$ cat src/rtl/ca_pkg.sv
// ============================================================================
// ca_pkg : shared constants, FSM state type and PRN G2 tap table for C/A code
// Revision: 1.0
// ============================================================================
`default_nettype none

package ca_pkg;

  localparam int CODE_LEN = 1023;
  localparam int IDX_W    = 10;
  localparam int PRN_W    = 6;
  localparam int TAP_W    = 4;
  localparam int NUM_PRN  = 32;

  localparam logic [IDX_W-1:0] LAST_IDX = IDX_W'(CODE_LEN - 1);

  // Bit i of a mask selects LFSR stage i+1 into the feedback XOR.
  localparam logic [9:0] G1_MASK = 10'h204;  // stages 3,10
  localparam logic [9:0] G2_MASK = 10'h3A6;  // stages 2,3,6,8,9,10

  typedef enum logic [1:0] {
    ST_IDLE = 2'd0,
    ST_LOAD = 2'd1,
    ST_RUN  = 2'd2,
    ST_SLEW = 2'd3
  } ca_state_e;

  typedef struct packed {
    logic [TAP_W-1:0] s1;
    logic [TAP_W-1:0] s2;
  } tap_pair_t;

  localparam tap_pair_t TAP_PRN1 = '{s1: 4'd2, s2: 4'd6};

  function automatic logic prn_legal(input logic [PRN_W-1:0] prn);
    return (prn >= PRN_W'(1)) && (prn <= PRN_W'(NUM_PRN));
  endfunction

  function automatic tap_pair_t prn_taps(input logic [PRN_W-1:0] prn);
    tap_pair_t t;
    case (prn)
      6'd1:  t = '{4'd2, 4'd6};
      6'd2:  t = '{4'd3, 4'd7};
      6'd3:  t = '{4'd4, 4'd8};
      6'd4:  t = '{4'd5, 4'd9};
      6'd5:  t = '{4'd1, 4'd9};
      6'd6:  t = '{4'd2, 4'd10};
      6'd7:  t = '{4'd1, 4'd8};
      6'd8:  t = '{4'd2, 4'd9};
      6'd9:  t = '{4'd3, 4'd10};
      6'd10: t = '{4'd2, 4'd3};
      6'd11: t = '{4'd3, 4'd4};
      6'd12: t = '{4'd5, 4'd6};
      6'd13: t = '{4'd6, 4'd7};
      6'd14: t = '{4'd7, 4'd8};
      6'd15: t = '{4'd8, 4'd9};
      6'd16: t = '{4'd9, 4'd10};
      6'd17: t = '{4'd1, 4'd4};
      6'd18: t = '{4'd2, 4'd5};
      6'd19: t = '{4'd3, 4'd6};
      6'd20: t = '{4'd4, 4'd7};
      6'd21: t = '{4'd5, 4'd8};
      6'd22: t = '{4'd6, 4'd9};
      6'd23: t = '{4'd1, 4'd3};
      6'd24: t = '{4'd4, 4'd6};
      6'd25: t = '{4'd5, 4'd7};
      6'd26: t = '{4'd6, 4'd8};
      6'd27: t = '{4'd7, 4'd9};
      6'd28: t = '{4'd8, 4'd10};
      6'd29: t = '{4'd1, 4'd6};
      6'd30: t = '{4'd2, 4'd7};
      6'd31: t = '{4'd3, 4'd8};
      6'd32: t = '{4'd4, 4'd9};
      default: t = TAP_PRN1;
    endcase
    return t;
  endfunction

endpackage

`default_nettype wire

$ cat src/rtl/ca_lfsr10.sv
// ============================================================================
// ca_lfsr10 : 10-bit Fibonacci LFSR, q[i] is stage i+1, output stage is q[9]
// Revision: 1.0
// ============================================================================
`default_nettype none

module ca_lfsr10 #(
  parameter logic [9:0] TAPS = 10'h204
) (
  input  logic       clk,
  input  logic       reset_n,
  input  logic       load_ones,
  input  logic       shift,
  output logic [9:0] q
);

  logic w_fb;
  assign w_fb = ^(q & TAPS);

  always_ff @(posedge clk or negedge reset_n) begin
    if (!reset_n)      q <= '1;
    else if (load_ones) q <= '1;
    else if (shift)     q <= {q[8:0], w_fb};
  end

endmodule

`default_nettype wire

$ cat src/rtl/ca_code_ctrl.sv
// ============================================================================
// ca_code_ctrl : GPS C/A code generator controller with code-phase slewing.
// Optional: CA_CTRL_BIT_SYNC_EN adds bit_edge and a 20-epoch nav-bit counter.
// Revision: 1.0
// ============================================================================
`default_nettype none

module ca_code_ctrl
  import ca_pkg::*;
#(
  parameter int CLK_PER_CHIP = 16
) (
  input  logic             clk,
  input  logic             reset_n,
  input  logic             start,
  input  logic             stop,
  input  logic [PRN_W-1:0] prn_sel,
  input  logic             slew_valid,
  output logic             slew_ready,
  input  logic             slew_dir,
  input  logic [IDX_W-1:0] slew_cnt,
  output logic             chip,
  output logic             chip_valid,
  output logic [IDX_W-1:0] chip_idx,
  output logic             epoch,
  output logic [1:0]       state,
  output logic             err_prn
`ifdef CA_CTRL_BIT_SYNC_EN
  ,
  output logic             bit_edge
`endif
);

  localparam int               DIV_W    = (CLK_PER_CHIP > 1) ? $clog2(CLK_PER_CHIP) : 1;
  localparam logic [DIV_W-1:0] DIV_LAST = DIV_W'(CLK_PER_CHIP - 1);

  ca_state_e        r_state, w_next;
  logic [DIV_W-1:0] r_div;
  logic [IDX_W-1:0] r_idx, r_slew_rem, w_idx_inc;
  logic             r_slew_dir, r_err;
  tap_pair_t        r_taps;
  logic [9:0]       w_g1, w_g2;
  logic [TAP_W-1:0] w_sel1, w_sel2;
  logic             w_prn_ok, w_start_ok, w_div_last, w_xfer;
  logic             w_slew_shift, w_slew_done, w_shift;

  assign w_prn_ok   = prn_legal(prn_sel);
  assign w_start_ok = start && !stop && w_prn_ok && (r_state == ST_IDLE || r_state == ST_RUN);
  assign w_div_last = (r_div == DIV_LAST);
  assign w_idx_inc  = (r_idx == LAST_IDX) ? '0 : r_idx + IDX_W'(1);
  assign w_xfer     = slew_valid && slew_ready;

  // Advance steps one chip per clock; retard burns one chip period per count.
  assign w_slew_shift = (r_state == ST_SLEW) && !r_slew_dir && (r_slew_rem != '0);
  assign w_slew_done  = (r_slew_rem == '0) ||
                        ((r_slew_rem == IDX_W'(1)) && (!r_slew_dir || w_div_last));
  assign w_shift      = chip_valid || w_slew_shift;

  ca_lfsr10 #(.TAPS(G1_MASK)) u_g1 (
    .clk       (clk),
    .reset_n   (reset_n),
    .load_ones (r_state == ST_LOAD),
    .shift     (w_shift),
    .q         (w_g1)
  );

  ca_lfsr10 #(.TAPS(G2_MASK)) u_g2 (
    .clk       (clk),
    .reset_n   (reset_n),
    .load_ones (r_state == ST_LOAD),
    .shift     (w_shift),
    .q         (w_g2)
  );

  assign w_sel1 = r_taps.s1 - TAP_W'(1);
  assign w_sel2 = r_taps.s2 - TAP_W'(1);
  assign chip   = w_g1[9] ^ w_g2[w_sel1] ^ w_g2[w_sel2];

  always_ff @(posedge clk or negedge reset_n) begin
    if (!reset_n) r_state <= ST_IDLE;
    else          r_state <= w_next;
  end

  always_comb begin
    w_next = r_state;
    if (stop) begin
      w_next = ST_IDLE;
    end else begin
      case (r_state)
        ST_IDLE: if (w_start_ok) w_next = ST_LOAD;
        ST_LOAD: w_next = ST_RUN;
        ST_RUN: begin
          if (w_start_ok)  w_next = ST_LOAD;
          else if (w_xfer) w_next = ST_SLEW;
        end
        ST_SLEW: if (w_slew_done) w_next = ST_RUN;
        default: w_next = ST_IDLE;
      endcase
    end
  end

  always_comb begin
    slew_ready = (r_state == ST_RUN) && !stop && !start;
    chip_valid = (r_state == ST_RUN) && w_div_last;
    epoch      = chip_valid && (r_idx == LAST_IDX);
  end

  always_ff @(posedge clk or negedge reset_n) begin
    if (!reset_n) begin
      r_div      <= '0;
      r_idx      <= '0;
      r_slew_rem <= '0;
      r_slew_dir <= 1'b0;
      r_taps     <= TAP_PRN1;
      r_err      <= 1'b0;
    end else begin
      r_err <= start && !stop && !w_prn_ok && (r_state == ST_IDLE || r_state == ST_RUN);
      if (w_start_ok) r_taps <= prn_taps(prn_sel);
      if (stop) begin
        r_div      <= '0;
        r_slew_rem <= '0;
      end else begin
        case (r_state)
          ST_LOAD: begin
            r_div <= '0;
            r_idx <= '0;
          end
          ST_RUN: begin
            if (chip_valid) r_idx <= w_idx_inc;
            if (w_xfer) begin
              r_div      <= '0;
              r_slew_rem <= slew_cnt;
              r_slew_dir <= slew_dir;
            end else begin
              r_div <= w_div_last ? '0 : r_div + DIV_W'(1);
            end
          end
          ST_SLEW: begin
            if (w_slew_done)     r_div <= '0;
            else if (r_slew_dir) r_div <= w_div_last ? '0 : r_div + DIV_W'(1);
            if (w_slew_shift) begin
              r_idx      <= w_idx_inc;
              r_slew_rem <= r_slew_rem - IDX_W'(1);
            end else if (r_slew_dir && w_div_last && r_slew_rem != '0) begin
              r_slew_rem <= r_slew_rem - IDX_W'(1);
            end
          end
          default: r_div <= '0;
        endcase
      end
    end
  end

  assign chip_idx = r_idx;
  assign state    = r_state;
  assign err_prn  = r_err;

`ifdef CA_CTRL_BIT_SYNC_EN
  logic [4:0] r_ep_cnt;

  always_ff @(posedge clk or negedge reset_n) begin
    if (!reset_n)                 r_ep_cnt <= '0;
    else if (r_state == ST_LOAD)  r_ep_cnt <= '0;
    else if (epoch)               r_ep_cnt <= (r_ep_cnt == 5'd19) ? '0 : r_ep_cnt + 5'd1;
  end

  assign bit_edge = epoch && (r_ep_cnt == 5'd19);
`endif

endmodule

`default_nettype wire

$ cat config.mk
export PLATFORM = sky130hd
export DESIGN_NAME = ca_code_ctrl
export DESIGN_NICKNAME = d
export VERILOG_FILES = /design/src/rtl/ca_pkg.sv /design/src/rtl/ca_lfsr10.sv /design/src/rtl/ca_code_ctrl.sv
export SDC_FILE = /design/constraint.sdc
export NUM_CORES = 1
export LEC_CHECK = 0
export ABC_CLOCK_PERIOD_IN_PS = 2400
export BUFFER_PORTS_ARGS = -buffer_cell sky130_fd_sc_hd__buf_2
export CAP_MARGIN = 20
export CORE_UTILIZATION = 46
export CTS_BUF_LIST = sky130_fd_sc_hd__clkbuf_8 sky130_fd_sc_hd__clkbuf_16
export DETAILED_ROUTE_END_ITERATION = 8
export MAX_ROUTING_LAYER = met4
export REMOVE_ABC_BUFFERS = 1
export SETUP_SLACK_MARGIN = 0.05
export SLEW_MARGIN = 40
export SYNTH_ARGS = -nofsm -noshare
export SYNTH_HDL_FRONTEND = slang
export SYNTH_SLANG_ARGS = --single-unit
export TNS_END_PERCENT = 50
$ cat constraint.sdc
create_clock -name clk -period 2.4 [get_ports clk]
set_input_delay 0.12 -clock clk [delete_from_list [all_inputs] [get_ports clk]]
set_output_delay 0.12 -clock clk [all_outputs]
set_load 0.02 [all_outputs]
==> impl_metrics.ini, run 1 <==
[status]
violations = setup timing
status = finished, violations left

[flow_run]
drv_cap = 0

[synthesis]
ys_seq_area_share_pct = 36.6
yosys_register_bits = 56
syn_area_um2 = 3900
syn_inst = 423
yosys.area.top_type = dfrtp_1
synth_cell_types = 64
ys_top_cells_by_area = dfrtp_1 (21%), dfstp_2 (15%), mux2i_1 (6.9%), nand2_1 (4.6%), ha_1 (3.8%)
async_flop_share_pct = 100
synth_top_area_share_pct = 21.2
synth_enable_flop_cells = 0
yosys_warnings = 0
synth_ff_type = dfrtp_1
syn_area_per_cell_um2 = 9.23

[drt]
drc = 0
first_iter_violations = 169
ant_nets = 0
drt_pass1_iterations = 6
routed_wl_um = 8790
via_count = 3298
wl_per_cell_um = 15.6
viasPerCell = 5.84

[worst_setup_path]
cp-startpoint = r_taps[1]
rr_worst_depth = 6
required_ns = 2.28
reg2reg_from = r_div[0]
r2r-end = r_div[2]
critical_path_arrival_ns = 2.34
critPathSlowestCell = dfstp_2
crit_end = chip
crit_chain = inv_2 -> ha_4 -> mux4_1 -> mux2_4 -> mux2i_4 -> xnor2_2 -> xor2_1 -> buf_4
cp-end-kind = primary output
critPathBufInv = 2
crit_family = multiplexers
cp-start-kind = register
path_class = reg2out
timing.reg2reg.setup_slack_ns = 0.32
cp_slowest_stage_delay_ns = 0.54
worst-path-stages = 8
cp_max_fo = 3

[timing]
min_period_ns = 2.46
whs_ns = 0.106
setup_viol = 1
rsz0062_at_grt = true
maxSlewHeadroom_pct = 50.7
finalHoldViolCount = 0
fmax_mhz = 407
finalCritPeriodShare_pct = 102
fin_tns_setup_ns = -0.0555
worstMarginPinSlew_ns = 0.736
fin_ws_ns = -0.0555
drv_slew = 0
fin_worst_skew_ns = 0.0161

[power_and_ir_drop]
leakage_uw = 0.00201
ir_drop_v = 0.000298
p_per_area_nw_per_um2 = 544

[clocking]
cts_buffers = 5
clk_pin_slew_worst_paths_ns = 0.09
clk_latency_ns = 0.31
htreeDepth = 2
cts_max_path_buffers = 2
cts.sinks = 56
cts_tree = built
cts-root-buf = clkbuf_8

[die]
rows = 33
io_pins = 39
die-area_um2 = 8860
core_region_area_um2 = 8220
die_w_um = 94.1
die_h_um = 94.1
start_util_pct = 47.5

[min_path]
hp-class = in2reg

[placed_design]
hpwl_um = 6160
post-place-ws_ns = 0.214
gp_congestion = 0.846
placed_cell_area_um2 = 4200
port_buffers = 38
placedCellCount = 554

[finish]
antenna_cells = 0
syn2layout_area_growth_pct = 12.7
fill_cells = 777
drive_above_1_share_pct = 24.6
final_nets = 493
final_area_um2 = 4400
finalNonFillerCells = 565

[grt]
grt_pass1_wl_um = 15300
overflow = 0
grt_max_degree = 35
grt_pass1_vias = 3159
grt_antenna_before_repair = 0
grtUsageTotal_pct = 22.2
-- sequential cells by signal, indices dropped and copies added, names as in the netlist --
name / count
chip_idx: 10
err_prn: 1
r_div: 4
r_slew_dir: 1
r_slew_rem: 10
r_taps: 8
state: 2
u_g1.q: 10
u_g2.q: 10
-- tightest hold or removal path: cells and delay by family --
kind / cells / cell delay (ns)
simple gates: 2 / 0.16
buf+inv: 1 / 0.09
-- layer usage --
metal | wire, µm | global-route usage, % | up-vias
li1 | - | - | 1630
met1 | 4300 | 31.8 | 1603
met2 | 4160 | 33.5 | 57
met3 | 244 | 3.07 | 8
met4 | 83 | 4.62 | 0
met5 | 0 | - | -
-- cell usage after synthesis (all sizes together) (6+ instances only) --
library cell	n
a31oi	7
nand3	15
o31ai	13
buf	13
o21ai	28
dfrtp	33
clkbuf	11
mux2	6
ha	12
mux2i	27
inv	23
a21o	6
nor2	18
nor3	11
nand2b	6
xnor2	9
and3	9
dfstp	23
nor2b	9
nand2	48
a21oi	14
nor4	7
-- stage by stage --
| stage | total power, µW | util, % |
|---|---|---|
| 3_3_place_gp | 1690 | 51.1 |
| 2_1_floorplan | 1500 | - |
| 6_report | 2390 | 53.5 |
| 4_1_cts | 2390 | 53.3 |
| 3_5_place_dp | 1710 | 51.1 |
| 5_1_grt | 2540 | 53.5 |
-- power breakdown --
group | switching [µW] | internal (µW)
clock | 313 | 300
sequential | 68.1 | 1030
combinational | 364 | 321
-- cells by family after synthesis --
kind of cell               count (synthesis)  share of synthesized area (%)
muxes                                     38                           11.7
buffers and inverters                     47                           5.42
AOI/OAI and AO/OA                        111                           19.9
DFF                                       56                           36.6
xor gates and xnor gates                  14                           3.14
and+or+nand+nor                          145                           19.3
adders and majority gates                 12                           3.85
-- worst min-delay path by stage --
stage	depth (start not counted)	slack (ns)	endpoint	startpoint
floorplan	0	-0.18	chip_idx[0]	reset_n
global placement	1	0.23	chip_idx[7]	reset_n
detailed placement	1	0.24	r_taps[6]	reset_n
CTS	3	0.1	r_slew_rem[2]	slew_cnt[2]
global route	3	0.12	r_slew_rem[2]	slew_cnt[2]
finish	3	0.11	r_slew_rem[2]	slew_cnt[2]
-- placed cells by master, fill, tap and decap left out, types with 8 or more instances in the layout --
master / synthesis / final
dfrtp_1: 33 / 32
ha_1: 12 / 10
nand2_1: 48 / 48
mux2i_1: 27 / 26
buf_2: 7 / 36
dfstp_2: 23 / 23
nor2_1: 18 / 18
inv_1: 23 / 22
o21ai_0: 27 / 27
nor2b_1: 9 / 9
nand3_1: 15 / 15
and3_1: 9 / 9
buf_4: 3 / 14
xnor2_1: 9 / 8
o31ai_1: 12 / 12
a21oi_1: 14 / 14
nor3_1: 10 / 10
-- layout make-up --
class                   instances  area, µm²  share of cell area [%]
inverters                      23       86.3                    1.96
flip-flops and latches         56       1430                    32.5
clock buffers                   7        108                    2.45
multi-input cells             320       2310                    52.5
well taps                     105        131                    2.99
repair buffers                 53        325                    7.40
clock inverters                 1       8.76                   0.199
-- what timing repair did --
item                                    in CTS  in global routing
pin swaps                                    1                  2
gates resized for setup                      4                  7
endpoints found under the hold margin       15                  0
setup buffers                                1                  0
hold buffers                                 2                  0
endpoints found under the setup margin       1                  1
(Power assumes the default switching activity.)
==> run 2, diff against run 1 <==
Settings changed: ABC_CLOCK_PERIOD_IN_PS 2400 to unset.
Clock period 2.4 ns to 2.83 ns, I/O delays scaled along.
==> impl_metrics.ini, run 2 (synthesis results as in run 1) <==
[worst_setup_path]
cp_slowest_stage_delay_ns = 0.55
cp_max_fo = 3
critical_path_arrival_ns = 2.44
cp-end-kind = primary output
critPathSlowestCell = dfstp_2
rr_worst_depth = 5
cp-startpoint = r_taps[1]
path_class = reg2out
cp-start-kind = register
reg2reg_from = state[0]
crit_chain = inv_1 -> ha_1 -> mux4_1 -> mux2_2 -> mux2i_1 -> xnor2_1 -> xor2_1 -> buf_2
required_ns = 2.69

[grt]
grt_pass1_vias = 3054
grtUsageTotal_pct = 21.6
grt_max_degree = 40
overflow = 0
grt_pass1_wl_um = 14600
grt_antenna_before_repair = 0

[die]
die_w_um = 94.1
die_h_um = 94.1
io_pins = 39
die-area_um2 = 8860
rows = 33
start_util_pct = 47.5
core_region_area_um2 = 8220

[clocking]
cts_buffers = 5
cts_max_path_buffers = 2
htreeDepth = 2
cts-root-buf = clkbuf_8
post_cts_buffers = 0
cts_tree = built
cts.sinks = 56
clk_latency_ns = 0.32
clk_pin_slew_worst_paths_ns = 0.11

[timing]
worstMarginPinSlew_ns = 0.794
maxSlewHeadroom_pct = 46.8
finalHoldViolCount = 0
fin_worst_skew_ns = 0.00959
setup_viol = 0
fmax_mhz = 387
finalCritPeriodShare_pct = 91.3
rsz0062_at_grt = false
min_period_ns = 2.58
drv_slew = 0
fin_tns_setup_ns = 0

[status]
status = completed

[power_and_ir_drop]
leakage_uw = 0.00195
ir_drop_v = 0.000179
p_per_area_nw_per_um2 = 444

[finish]
layout_commonest_cell = nand2_1
final_area_um2 = 4270
antenna_cells = 0
finalNonFillerCells = 559
final_nets = 487
fill_cells = 757
mostFrequentLayoutCells = nand2_1 (48), buf_2 (37), dfrtp_1 (32), mux2i_1 (27), o21ai_0 (27)
syn2layout_area_growth_pct = 9.29
drive_above_1_share_pct = 22.5

[drt]
drc = 0
viasPerCell = 5.87
via_count = 3280
routed_wl_um = 8730
wl_per_cell_um = 15.6
first_iter_violations = 116
drt_pass1_iterations = 4
ant_nets = 0

[min_path]
hp-class = in2reg
min-delay-start = slew_dir
holdPathStages = 3

[flow_run]
drv_cap = 0

[placed_design]
placed_cell_area_um2 = 4160
gp_congestion = 0.825
port_buffers = 38
hpwl_um = 6220
placedCellCount = 550
run 2: cell types whose count changed in the layout (fill, tap and decap cells not counted), moves of 2 or more:
cell / delta
ha_1: +2
inv_6: +2
buf_4: -5
ha_4: -2
run 2: final cells by class:
cell class              count  area, µm²  share of cell area [%]
inverters                  23       86.3                    2.02
multi-input cells         320       2260                    53.0
clock inverters             3       23.8                   0.557
repair buffers             47        263                    6.16
flip-flops and latches     56       1430                    33.5
clock buffers               5       68.8                    1.61
well taps                 105        131                    3.08
run 2: routing by layer:
| layer | track usage, % | share of wire [%] | wire length, µm | vias up |
|---|---|---|---|---|
| met5 | - | 0 | 0 | - |
| met4 | 5.77 | 1.4 | 118 | 0 |
| met3 | 2.91 | 3.6 | 312 | 11 |
| met2 | 33.7 | 47 | 4130 | 62 |
| met1 | 29.5 | 48 | 4170 | 1585 |
| li1 | - | - | - | 1622 |
run 2: worst max-delay path: cells and delay by family (launching register included):
kind,cells,cell delay [ns]
DFF,1,0.55
buffers and inverters,2,0.21
muxes,3,0.74
adders and majority gates,1,0.30
xor gates and xnor gates,2,0.32
run 2: stage by stage:
stage                     util (%)  worst slack (ns)  hold WS (ns)  power [µW]
after floorplan                  -             0.311        -0.154        1270
after global placement        50.6             0.663         0.317        1430
after detailed placement      50.7             0.610         0.157        1440
after CTS                     51.9             0.237        0.0386        1920
after global routing          51.9            0.0503        0.0377        2010
final                         51.9             0.246        0.0455        1890
run 2: where the power goes:
part	internal (µW)	switching [µW]	total, µW
Sequential	872	68.1	940
Clock	182	289	471
Combinational	215	267	482
Total	1270	624	1890
run 2: timing repair:
| item | in CTS | in global routing |
|---|---|---|
| endpoints found under the setup margin | 0 | 1 |
| gates resized for setup | 0 | 1 |
| hold buffers | 1 | 0 |
| endpoints found under the hold margin | 20 | 0 |
run 2: final timing paths:
path	to	slack, ns
max	chip	0.25
min	r_slew_dir	0.05
max reg2reg	r_slew_rem[1]	0.54
min reg2reg	r_taps[2]	0.51
max in group asynchronous	u_g1.q[2]	1.85
min in group asynchronous	r_taps[6]	0.33
